### config.mk
export PLATFORM = sky130hd
export DESIGN_NAME = dbg_frame_gen_flat
export DESIGN_NICKNAME = d
export VERILOG_FILES = /design/src/rtl/dbg_frame_pkg.sv /design/src/rtl/dbg_frame_gen_if.sv /design/src/rtl/dbg_word_ser.sv /design/src/rtl/dbg_frame_gen.sv /design/src/flat_wrapper.sv
export SDC_FILE = /design/constraint.sdc
export NUM_CORES = 1
export LEC_CHECK = 0
export ABC_CLOCK_PERIOD_IN_PS = 2800
export BUFFER_PORTS_ARGS = -buffer_cell sky130_fd_sc_hd__buf_2
export CAP_MARGIN = 10
export CELL_PAD_IN_SITES_DETAIL_PLACEMENT = 1
export CELL_PAD_IN_SITES_GLOBAL_PLACEMENT = 1
export CORE_MARGIN = 8
export CORE_UTILIZATION = 40
export DETAILED_ROUTE_END_ITERATION = 6
export PLACE_DENSITY = 0.79
export SLEW_MARGIN = 20
export SYNTH_ARGS = -nofsm -noshare
export SYNTH_HDL_FRONTEND = slang
export SYNTH_SLANG_ARGS = --single-unit
### constraint.sdc
create_clock -name clk_i -period 2.8 [get_ports clk_i]
set_input_delay 0.56 -clock clk_i [delete_from_list [all_inputs] [get_ports clk_i]]
set_output_delay 0.56 -clock clk_i [all_outputs]
set_load 0.02 [all_outputs]
### src/rtl/dbg_frame_pkg.sv
// Shared constants and FSM state type for the debug frame generator.
// Optional checksum state exists only when DBG_FRAME_GEN_CHKSUM_EN is defined.
package dbg_frame_pkg;

    localparam logic [7:0]  CMD_WRITE = 8'h10;
    localparam logic [7:0]  CMD_READ  = 8'h11;
    localparam int unsigned HDR_BYTES = 6;

    typedef enum logic [2:0] {
        StIdle,
        StHdr,
        StFetch,
        StWait,
        StData,
`ifdef DBG_FRAME_GEN_CHKSUM_EN
        StChk,
`endif
        StDone
    } state_e;

endpackage

### src/rtl/dbg_frame_gen_if.sv
// Memory read port and byte stream of the debug frame generator.
// master = frame generator side, slave = memory / downstream FIFO side.
interface dbg_frame_gen_if #(
    parameter int unsigned DATA_W = 32,
    parameter int unsigned MEM_AW = 10
);
    logic              rd_en;
    logic [MEM_AW-1:0] rd_addr;
    logic [DATA_W-1:0] rd_data;
    logic [7:0]        tx_data;
    logic              tx_valid;
    logic              tx_accept;

    modport master (
        output rd_en, rd_addr, tx_data, tx_valid,
        input  rd_data, tx_accept
    );

    modport slave (
        input  rd_en, rd_addr, tx_data, tx_valid,
        output rd_data, tx_accept
    );
endinterface

### src/rtl/dbg_word_ser.sv
// Serialises one memory word into bytes, most-significant byte first, under a
// valid/accept handshake. nbytes_i limits how many leading bytes are emitted so
// a short final word drops its low-order bytes.
module dbg_word_ser #(
    parameter int unsigned DATA_W = 32,
    parameter int unsigned CNT_W  = $clog2(DATA_W / 8 + 1)
) (
    input  logic              clk_i,
    input  logic              rst_i,
    input  logic              load_i,
    input  logic [DATA_W-1:0] word_i,
    input  logic [CNT_W-1:0]  nbytes_i,
    input  logic              accept_i,
    output logic [7:0]        data_o,
    output logic              valid_o,
    output logic              last_o
);
    logic [DATA_W-1:0] word_q;
    logic [CNT_W-1:0]  cnt_q;

    // Load a new word, or shift one byte out per accepted transfer.
    always_ff @(posedge clk_i) begin
        if (rst_i) begin
            word_q <= '0;
            cnt_q  <= '0;
        end else if (load_i) begin
            word_q <= word_i;
            cnt_q  <= nbytes_i;
        end else if (valid_o && accept_i) begin
            word_q <= word_q << 8;
            cnt_q  <= cnt_q - CNT_W'(1);
        end
    end

    assign data_o  = word_q[DATA_W-1 -: 8];
    assign valid_o = (cnt_q != '0);
    assign last_o  = (cnt_q == CNT_W'(1));
endmodule

### src/rtl/dbg_frame_gen.sv
// Debug frame generator: emits cmd, len and 4 address bytes, then for write
// frames a payload of len bytes read word-by-word from memory.
// Define DBG_FRAME_GEN_CHKSUM_EN to append an XOR checksum byte to each frame.
module dbg_frame_gen
    import dbg_frame_pkg::*;
#(
    parameter int unsigned DATA_W = 32,
    parameter int unsigned LEN_W  = 8,
    parameter int unsigned MEM_AW = 10
) (
    input  logic              clk_i,
    input  logic              rst_i,
    input  logic              start_i,
    input  logic              cmd_rd_i,
    input  logic [31:0]       addr_i,
    input  logic [LEN_W-1:0]  len_i,
    input  logic [MEM_AW-1:0] base_i,
    output logic              busy_o,
    output logic              done_o,
    dbg_frame_gen_if.master   bus
);
    localparam int unsigned BYTES    = DATA_W / 8;
    localparam int unsigned CNT_W    = $clog2(BYTES + 1);
    localparam logic [2:0]  HDR_LAST = 3'(HDR_BYTES - 1);

    state_e            state_q;
    logic [39:0]       hdr_q;       // header bytes still to be presented after the current one
    logic [2:0]        hdr_left_q;  // header bytes remaining after the one on the bus
    logic [LEN_W-1:0]  rem_q;       // payload bytes not yet handed to the serialiser
    logic [MEM_AW-1:0] rd_addr_q;
    logic              rd_en_q;
    logic [7:0]        tx_data_q;
    logic              tx_valid_q;
    logic              busy_q;
    logic              done_q;

    logic              ser_load;
    logic [CNT_W-1:0]  ser_nbytes;
    logic [7:0]        ser_data;
    logic              ser_valid;
    logic              ser_last;
    logic [7:0]        tx_data;

`ifdef DBG_FRAME_GEN_CHKSUM_EN
    logic [7:0]        chk_q;
    logic [7:0]        chk_next;
    assign chk_next = chk_q ^ tx_data;
`endif

    // Bytes taken from the next word: a full word, or whatever is left of len.
    always_comb begin
        ser_nbytes = CNT_W'(BYTES);
        if (32'(rem_q) < BYTES) begin
            ser_nbytes = CNT_W'(rem_q);
        end
    end

    assign ser_load = (state_q == StWait);

    dbg_word_ser #(
        .DATA_W (DATA_W),
        .CNT_W  (CNT_W)
    ) u_ser (
        .clk_i    (clk_i),
        .rst_i    (rst_i),
        .load_i   (ser_load),
        .word_i   (bus.rd_data),
        .nbytes_i (ser_nbytes),
        .accept_i (bus.tx_accept),
        .data_o   (ser_data),
        .valid_o  (ser_valid),
        .last_o   (ser_last)
    );

    // Frame sequencing FSM; all handshake outputs are registered here.
    always_ff @(posedge clk_i) begin
        if (rst_i) begin
            state_q    <= StIdle;
            hdr_q      <= '0;
            hdr_left_q <= '0;
            rem_q      <= '0;
            rd_addr_q  <= '0;
            rd_en_q    <= 1'b0;
            tx_data_q  <= '0;
            tx_valid_q <= 1'b0;
            busy_q     <= 1'b0;
            done_q     <= 1'b0;
`ifdef DBG_FRAME_GEN_CHKSUM_EN
            chk_q      <= '0;
`endif
        end else begin
            unique case (state_q)
                StIdle: begin
                    if (start_i) begin
                        tx_data_q  <= cmd_rd_i ? CMD_READ : CMD_WRITE;
                        tx_valid_q <= 1'b1;
                        hdr_q      <= {8'(len_i), addr_i};
                        hdr_left_q <= HDR_LAST;
                        // A read frame carries no payload, same path as len = 0.
                        rem_q      <= cmd_rd_i ? '0 : len_i;
                        rd_addr_q  <= base_i;
                        busy_q     <= 1'b1;
`ifdef DBG_FRAME_GEN_CHKSUM_EN
                        chk_q      <= '0;
`endif
                        state_q    <= StHdr;
                    end
                end
                StHdr: begin
                    if (bus.tx_accept) begin
`ifdef DBG_FRAME_GEN_CHKSUM_EN
                        chk_q <= chk_next;
`endif
                        if (hdr_left_q == '0) begin
                            tx_valid_q <= 1'b0;
                            if (rem_q != '0) begin
                                rd_en_q <= 1'b1;
                                state_q <= StFetch;
                            end else begin
`ifdef DBG_FRAME_GEN_CHKSUM_EN
                                tx_valid_q <= 1'b1;
                                tx_data_q  <= chk_next;
                                state_q    <= StChk;
`else
                                done_q     <= 1'b1;
                                state_q    <= StDone;
`endif
                            end
                        end else begin
                            tx_data_q  <= hdr_q[39:32];
                            hdr_q      <= hdr_q << 8;
                            hdr_left_q <= hdr_left_q - 3'd1;
                        end
                    end
                end
                StFetch: begin
                    rd_en_q <= 1'b0;
                    state_q <= StWait;
                end
                StWait: begin
                    // Word is on rd_data now and is captured by the serialiser.
                    rd_addr_q <= rd_addr_q + MEM_AW'(1);
                    rem_q     <= rem_q - LEN_W'(ser_nbytes);
                    state_q   <= StData;
                end
                StData: begin
                    if (ser_valid && bus.tx_accept) begin
`ifdef DBG_FRAME_GEN_CHKSUM_EN
                        chk_q <= chk_next;
`endif
                        if (ser_last) begin
                            if (rem_q != '0) begin
                                rd_en_q <= 1'b1;
                                state_q <= StFetch;
                            end else begin
`ifdef DBG_FRAME_GEN_CHKSUM_EN
                                tx_valid_q <= 1'b1;
                                tx_data_q  <= chk_next;
                                state_q    <= StChk;
`else
                                done_q     <= 1'b1;
                                state_q    <= StDone;
`endif
                            end
                        end
                    end
                end
`ifdef DBG_FRAME_GEN_CHKSUM_EN
                StChk: begin
                    if (bus.tx_accept) begin
                        tx_valid_q <= 1'b0;
                        done_q     <= 1'b1;
                        state_q    <= StDone;
                    end
                end
`endif
                StDone: begin
                    done_q  <= 1'b0;
                    busy_q  <= 1'b0;
                    state_q <= StIdle;
                end
                default: state_q <= StIdle;
            endcase
        end
    end

    assign tx_data      = ser_valid ? ser_data : tx_data_q;
    assign bus.tx_data  = tx_data;
    assign bus.tx_valid = tx_valid_q | ser_valid;
    assign bus.rd_en    = rd_en_q;
    assign bus.rd_addr  = rd_addr_q;
    assign busy_o       = busy_q;
    assign done_o       = done_q;
endmodule

### src/flat_wrapper.sv
// flat-port wrapper written by rule: the top's interface ports become plain ports
module dbg_frame_gen_flat import dbg_frame_pkg::*;
#(
    parameter int unsigned DATA_W = 32,
    parameter int unsigned LEN_W  = 8,
    parameter int unsigned MEM_AW = 10
)
  (clk_i, rst_i, start_i, cmd_rd_i, addr_i, len_i, base_i, busy_o, done_o, bus_rd_en, bus_rd_addr, bus_tx_data, bus_tx_valid, bus_rd_data, bus_tx_accept);
  dbg_frame_gen_if #(.DATA_W(DATA_W), .MEM_AW(MEM_AW)) bus_i ();
  input  logic clk_i;
  input  logic rst_i;
  input  logic start_i;
  input  logic cmd_rd_i;
  input  logic [31:0] addr_i;
  input  logic [LEN_W-1:0] len_i;
  input  logic [MEM_AW-1:0] base_i;
  output logic busy_o;
  output logic done_o;
  output wire logic [$bits(bus_i.rd_en)-1:0] bus_rd_en;
  output wire logic [$bits(bus_i.rd_addr)-1:0] bus_rd_addr;
  output wire logic [$bits(bus_i.tx_data)-1:0] bus_tx_data;
  output wire logic [$bits(bus_i.tx_valid)-1:0] bus_tx_valid;
  input wire logic [$bits(bus_i.rd_data)-1:0] bus_rd_data;
  input wire logic [$bits(bus_i.tx_accept)-1:0] bus_tx_accept;
  assign bus_rd_en = bus_i.rd_en;
  assign bus_rd_addr = bus_i.rd_addr;
  assign bus_tx_data = bus_i.tx_data;
  assign bus_tx_valid = bus_i.tx_valid;
  assign bus_i.rd_data = bus_rd_data;
  assign bus_i.tx_accept = bus_tx_accept;
  dbg_frame_gen #(.DATA_W(DATA_W), .LEN_W(LEN_W), .MEM_AW(MEM_AW)) u_core (.clk_i(clk_i), .rst_i(rst_i), .start_i(start_i), .cmd_rd_i(cmd_rd_i), .addr_i(addr_i), .len_i(len_i), .base_i(base_i), .busy_o(busy_o), .done_o(done_o), .bus(bus_i));
endmodule
## Yosys cells after proc, flatten, opt, wreduce, memory -nomap -nowiden

Cells that the tools add are included.
W data, S select, Z words.

- Reductions and logical operators: 18
- Bitwise logic cells: 1
- Equal/unequal tests: 12
- Add/sub/neg operators: 4
- Mux-type cells: 48
- Order comparisons: 1

Operators by type and width:

| operator | count |
|---|---|
| $mux W40 | 3 |
| $pmux W40 S2 | 1 |
| $mux W32 | 2 |
| $mux W8 | 6 |
| $mux W3 | 12 |
| $pmux W8 S2 | 2 |
| $pmux W10 S2 | 1 |
| $pmux W3 S5 | 1 |
| $reduce_and A5 Y1 | 3 |
| $mux W1 | 14 |
| $add A10 B1 Y10 const B | 1 |
| $mux W10 | 1 |
| $reduce_bool A3 Y1 | 3 |
| $lt A8 B3 Y1 const B | 1 |
| $reduce_and A4 Y1 | 2 |
| $reduce_bool A2 Y1 | 4 |
| $reduce_bool A8 Y1 | 1 |
| $sub A8 B3 Y8 | 1 |
| $eq A3 B1 Y1 const B | 2 |
| $eq A3 B2 Y1 const B | 2 |
| $eq A3 B3 Y1 const B | 2 |
| $logic_not A3 Y1 | 2 |
| $ne A2 B1 Y1 const B | 3 |
| $ne A2 B2 Y1 const B | 3 |
| 7 further kinds | 11 |

- Input bits: 87
- Register bits after elaboration: 111
- Output and inout port bits: 22
- Logic and storage cells: 96

## Longest topological paths before layout

- Depth in word-level cells: 5
- Mapped depth: 9
- Mapped depth without buffers: 8

## By module

A second synthesis with hierarchy kept.

- Cells, all modules: 635
- Area total of the unflattened synthesis: 5850.6 um2

By module, submodules not included:

| module | cells an instance | seq. area each (um2) | area each (um2) | times used |
|---|---|---|---|---|
| dbg_frame_gen | 425 | 1521.5 | 3905.0 | 1 |
| dbg_word_ser | 210 | 700.7 | 1945.6 | 1 |

## Worst setup path after synthesis

Ideal clock, no wire load.

- Kind: register to output
- Start point: reg u_core.u_ser.cnt_q[0]
- End point: out bus_tx_data[2]
- Stages on the path, launching flop included: 7
- Setup slack: 0.539 ns
- Arrival time: 1.701 ns
- Data required time: 2.240 ns
- Buffers on the path: 2
- Cell sequence: dfxtp_1 -> inv_1 -> ha_1 -> nand2b_1 -> clkbuf_1 -> clkbuf_1 -> mux2_2

- Cells in the longest elaborated chain, start to end: 2

Ends and longest elaborated chain:

| element | line | source |
|---|---|---|
| start: declaration | dbg_word_ser.sv:19 | `logic [CNT_W-1:0] cnt_q;` |
| start signal: assignment | dbg_word_ser.sv:28 | `cnt_q <= nbytes_i;` |
| start signal: assignment | dbg_word_ser.sv:31 | `cnt_q <= cnt_q - CNT_W'(1);` |
| $reduce_bool A3 Y1 | dbg_word_ser.sv:36 | `assign valid_o = (cnt_q != '0);` |
| $mux W8 | dbg_frame_gen.sv:187 | `assign tx_data = ser_valid ? ser_data : tx_data_q;` |
| end: declaration | flat_wrapper.sv:21 | `output wire logic [$bits(bus_i.tx_data)-1:0] bus_tx_data;` |

Every way passes these cells.

## Worst setup path after layout

- Start point: reg u_core.u_ser.cnt_q[0]
- End point: out bus_tx_data[6]

Same word-level chain as after synthesis.

==> flow_metrics.py <==
metrics = {
    "floorplan": {
        "initial_core_util_pct": 40.3,
        "row_count": 42,
        "design.die.area_mm2": 0.0171,
        "core_mm2": 0.0131,
        "dieHeight_um": 131,
        "pin_count": 109,
        "die_w_um": 131,
    },
    "layout": {
        "final_cell_mix": "nand2_1, dfxtp_1, buf_2",
        "area_delta_synth_final_pct": 19.3,
        "drive_above_1_share_pct": 22.6,
        "fin_nets": 826,
        "layout.cells.non_filler": 912,
        "layout_commonest_cell": "nand2_1",
        "antenna_cells": 0,
        "nFillCells": 1610,
    },
    "sta": {
        "finalWorstPathRequiredPeriod_ns": 2.46,
        "maxSlewHeadroom_pct": 55.9,
        "final-hold-violation-count": 0,
        "finalSetupViolCount": 0,
        "fmax_mhz": 406,
        "slew_viol_final": 0,
        "worst_slew_pin_slew_ns": 0.661,
        "rsz0062_at_grt": "false",
        "skew_ns": 0.00811,
        "tns_ns": 0,
        "finalCritPeriodShare_pct": 88.0,
    },
    "min_path": {
        "hp-class": "primary input to register",
    },
    "setup_path": {
        "r2r_setup_slack_ns": 0.37,
        "cp-endpoint": "bus_tx_data[6]",
        "r2r_end": "u_core.hdr_q[26]$_SDFFE_PP0P_",
        "regToRegStartpoint": "u_core.hdr_left_q[0]$_SDFFE_PP0P_",
        "cp_max_fo": 19,
        "startpoint_type": "register",
        "crit_path_start": "u_core.u_ser.cnt_q[0]$_SDFFE_PP0P_",
        "path_class": "register to output pin",
        "arrival_ns": 1.90,
        "cp_data_required_time_ns": 2.24,
        "end_kind": "output pin",
        "reg2reg_depth": 8,
    },
    "place": {
        "hpwl_mm": 11.5,
        "gp_congestion": 0.840,
        "port_buffers": 108,
        "dp.cells": 897,
    },
    "clock_network": {
        "clkLatencyLatePin_ns": 0.36,
        "cts_root_buffer": "clkbuf_16",
        "clock_path_buffers": 2,
        "cts_sinks": 111,
        "cts_tree": "yes",
        "htreeDepth": 3,
        "cts_setup_buffers": 0,
        "cts_buffers": 9,
        "cts.clk_slew.worst_paths_ns": 0.07,
    },
    "drt": {
        "drc": 0,
        "wl_mm": 16.1,
        "routedWlPerCell_um": 17.6,
        "via_per_inst": 5.55,
        "drtIter0Drc": 240,
        "firstDrtPassIters": 4,
        "via_count": 5058,
        "antenna_left": 0,
    },
    "global_routing": {
        "grt_pass1_wl_mm": 26.0,
        "grt_usage_pct": 19.1,
        "grt_pass1_vias": 5272,
        "grt-ovfl-total": 0,
        "antenna_found_initial": 1,
        "grt_max_degree": 57,
    },
    "logic_synthesis": {
        "ys_seq_area_share_pct": 42.1,
        "synth_edf_count": 0,
        "avgSynthCellArea_um2": 8.08,
        "synth.distinct_cells": 57,
        "syn-instance-count": 653,
        "ys.flop_type": "dfxtp_1",
        "ys_ff_latch": 111,
        "yosysWarningCount": 0,
        "syn-num-nets": 747,
        "async_reset_ff_share_pct": 0,
        "syn-cell-area_mm2": 0.00528,
    },
    "power_and_ir_drop": {
        "p_leak_nw": 2.40,
        "power_density_mw_per_mm2": 1010,
        "ir_drop_v": 0.000423,
        "power_w": 0.00634,
    },
    "outcome": {
        "status": "completed",
    },
    "run": {
        "maxCapViolCount": 0,
    },
}
[state kept, by name, summed over array words and instances, names as in the netlist]
signal and cells:
u_core.hdr_q 40, u_core.state_q 3, u_core.rem_q 8, u_core.busy_o 1, u_core.u_ser.cnt_q 3, u_core.bus.rd_en 1
u_core.tx_valid_q 1, u_core.tx_data_q 8, u_core.u_ser.word_q 32, u_core.bus.rd_addr 10, u_core.done_o 1, u_core.hdr_left_q 3
[stage by stage]
| stage | cell area [um^2] | worst slack, ns | hold WS, ns | util, % |
|---|---|---|---|---|
| floorplan | 5280 | 0.539 | 0.432 | - |
| global placement | 5940 | 0.560 | 0.442 | 45.4 |
| detailed placement | 5940 | 0.385 | 0.447 | 45.4 |
| CTS | 6290 | 0.0437 | 0.443 | 48.1 |
| global route | 6290 | 0.206 | 0.456 | 48.1 |
| finish | 6290 | 0.336 | 0.454 | 48.1 |
[worst max-delay path, stage by stage, from the launching register on]
cell	delay (ns)
dfxtp_1	0.33
inv_1	0.08
ha_1	0.23
nand2b_2	0.33
mux2_2	0.40
buf_2	0.16
[Yosys cell counts, types with 5 or more instances]
cell type | count | area, um^2
clkbuf_1 | 35 | 131
inv_1 | 11 | 41.3
ha_1 | 7 | 87.6
nand3_1 | 47 | 235
nor4_1 | 6 | 37.5
buf_2 | 10 | 50.1
a22oi_1 | 8 | 60.1
mux2_2 | 9 | 101
a211oi_1 | 10 | 75.1
o211ai_1 | 5 | 37.5
a311oi_1 | 50 | 438
a21oi_1 | 29 | 145
o21ai_0 | 8 | 40.0
nor2_1 | 88 | 330
buf_1 | 6 | 22.5
a311oi_2 | 10 | 150
nor3_1 | 11 | 55.1
dfxtp_1 | 111 | 2220
a31oi_1 | 10 | 62.6
nand2_1 | 121 | 454
[layout make-up]
cell class	instances	area (um^2)	area share, %
multi-input combinational	474	2770	44.0
sequential	111	2220	35.3
timing repair buffer	125	696	11.1
clock buffer	12	256	4.08
tap	176	220	3.50
clock inverter	3	90.1	1.43
inverter	11	41.3	0.656
[report_power, final]
| group | internal [W] | switching [W] | total [W] |
|---|---|---|---|
| logic | 0.000921 | 0.00165 | 0.00257 |
| clock network | 0.000919 | 0.000574 | 0.00149 |
| registers | 0.00198 | 0.000301 | 0.00228 |
| total | 0.00382 | 0.00252 | 0.00634 |
[worst min path at each step]
| stage | from | end | slack, ns | cells past startpoint |
|---|---|---|---|---|
| 2_1_floorplan | u_core.hdr_q[0]$_SDFFE_PP0P_ | u_core.hdr_q[0]$_SDFFE_PP0P_ | 0.43 | 2 |
| 3_3_place_gp | u_core.hdr_q[2]$_SDFFE_PP0P_ | u_core.hdr_q[2]$_SDFFE_PP0P_ | 0.44 | 2 |
| 3_5_place_dp | u_core.hdr_q[6]$_SDFFE_PP0P_ | u_core.hdr_q[6]$_SDFFE_PP0P_ | 0.45 | 2 |
| 4_1_cts | addr_i[2] | u_core.hdr_q[2]$_SDFFE_PP0P_ | 0.44 | 3 |
| 5_1_grt | addr_i[16] | u_core.hdr_q[16]$_SDFFE_PP0P_ | 0.46 | 3 |
| 6_report | bus_rd_data[6] | u_core.u_ser.word_q[6]$_SDFFE_PP0P_ | 0.45 | 3 |
[repair_timing]
action                     in CTS  in global routing
hold buffers                    0                  0
setup endpoints to repair       0                  8
gates resized for setup         0                  1
[per-layer routing]
metal	vias to the layer above	global-route usage [%]	part of all wire [%]
met5	-	0	0.062
met4	2	4.25	0.80
met3	10	5.64	5.8
met2	99	33.6	49
met1	2441	22.5	44
li1	2506	-	-
[cells by family (layout without fill, tap and decap cells)]
| kind of cell | count (synthesis) | after routing | share of synthesized area (%) |
|---|---|---|---|
| buf+inv | 68 | 151 | 5.79 |
| xor+xnor | 3 | 3 | 0.498 |
| compound gates | 148 | 148 | 22.1 |
| other cells | 1 | 1 | 0.0711 |
| mux | 10 | 10 | 2.11 |
| fa+ha+maj | 7 | 7 | 1.66 |
| flops | 111 | 111 | 42.1 |
| simple gates | 305 | 305 | 25.7 |
No activity file was read; power rests on OpenSTA's default activity.
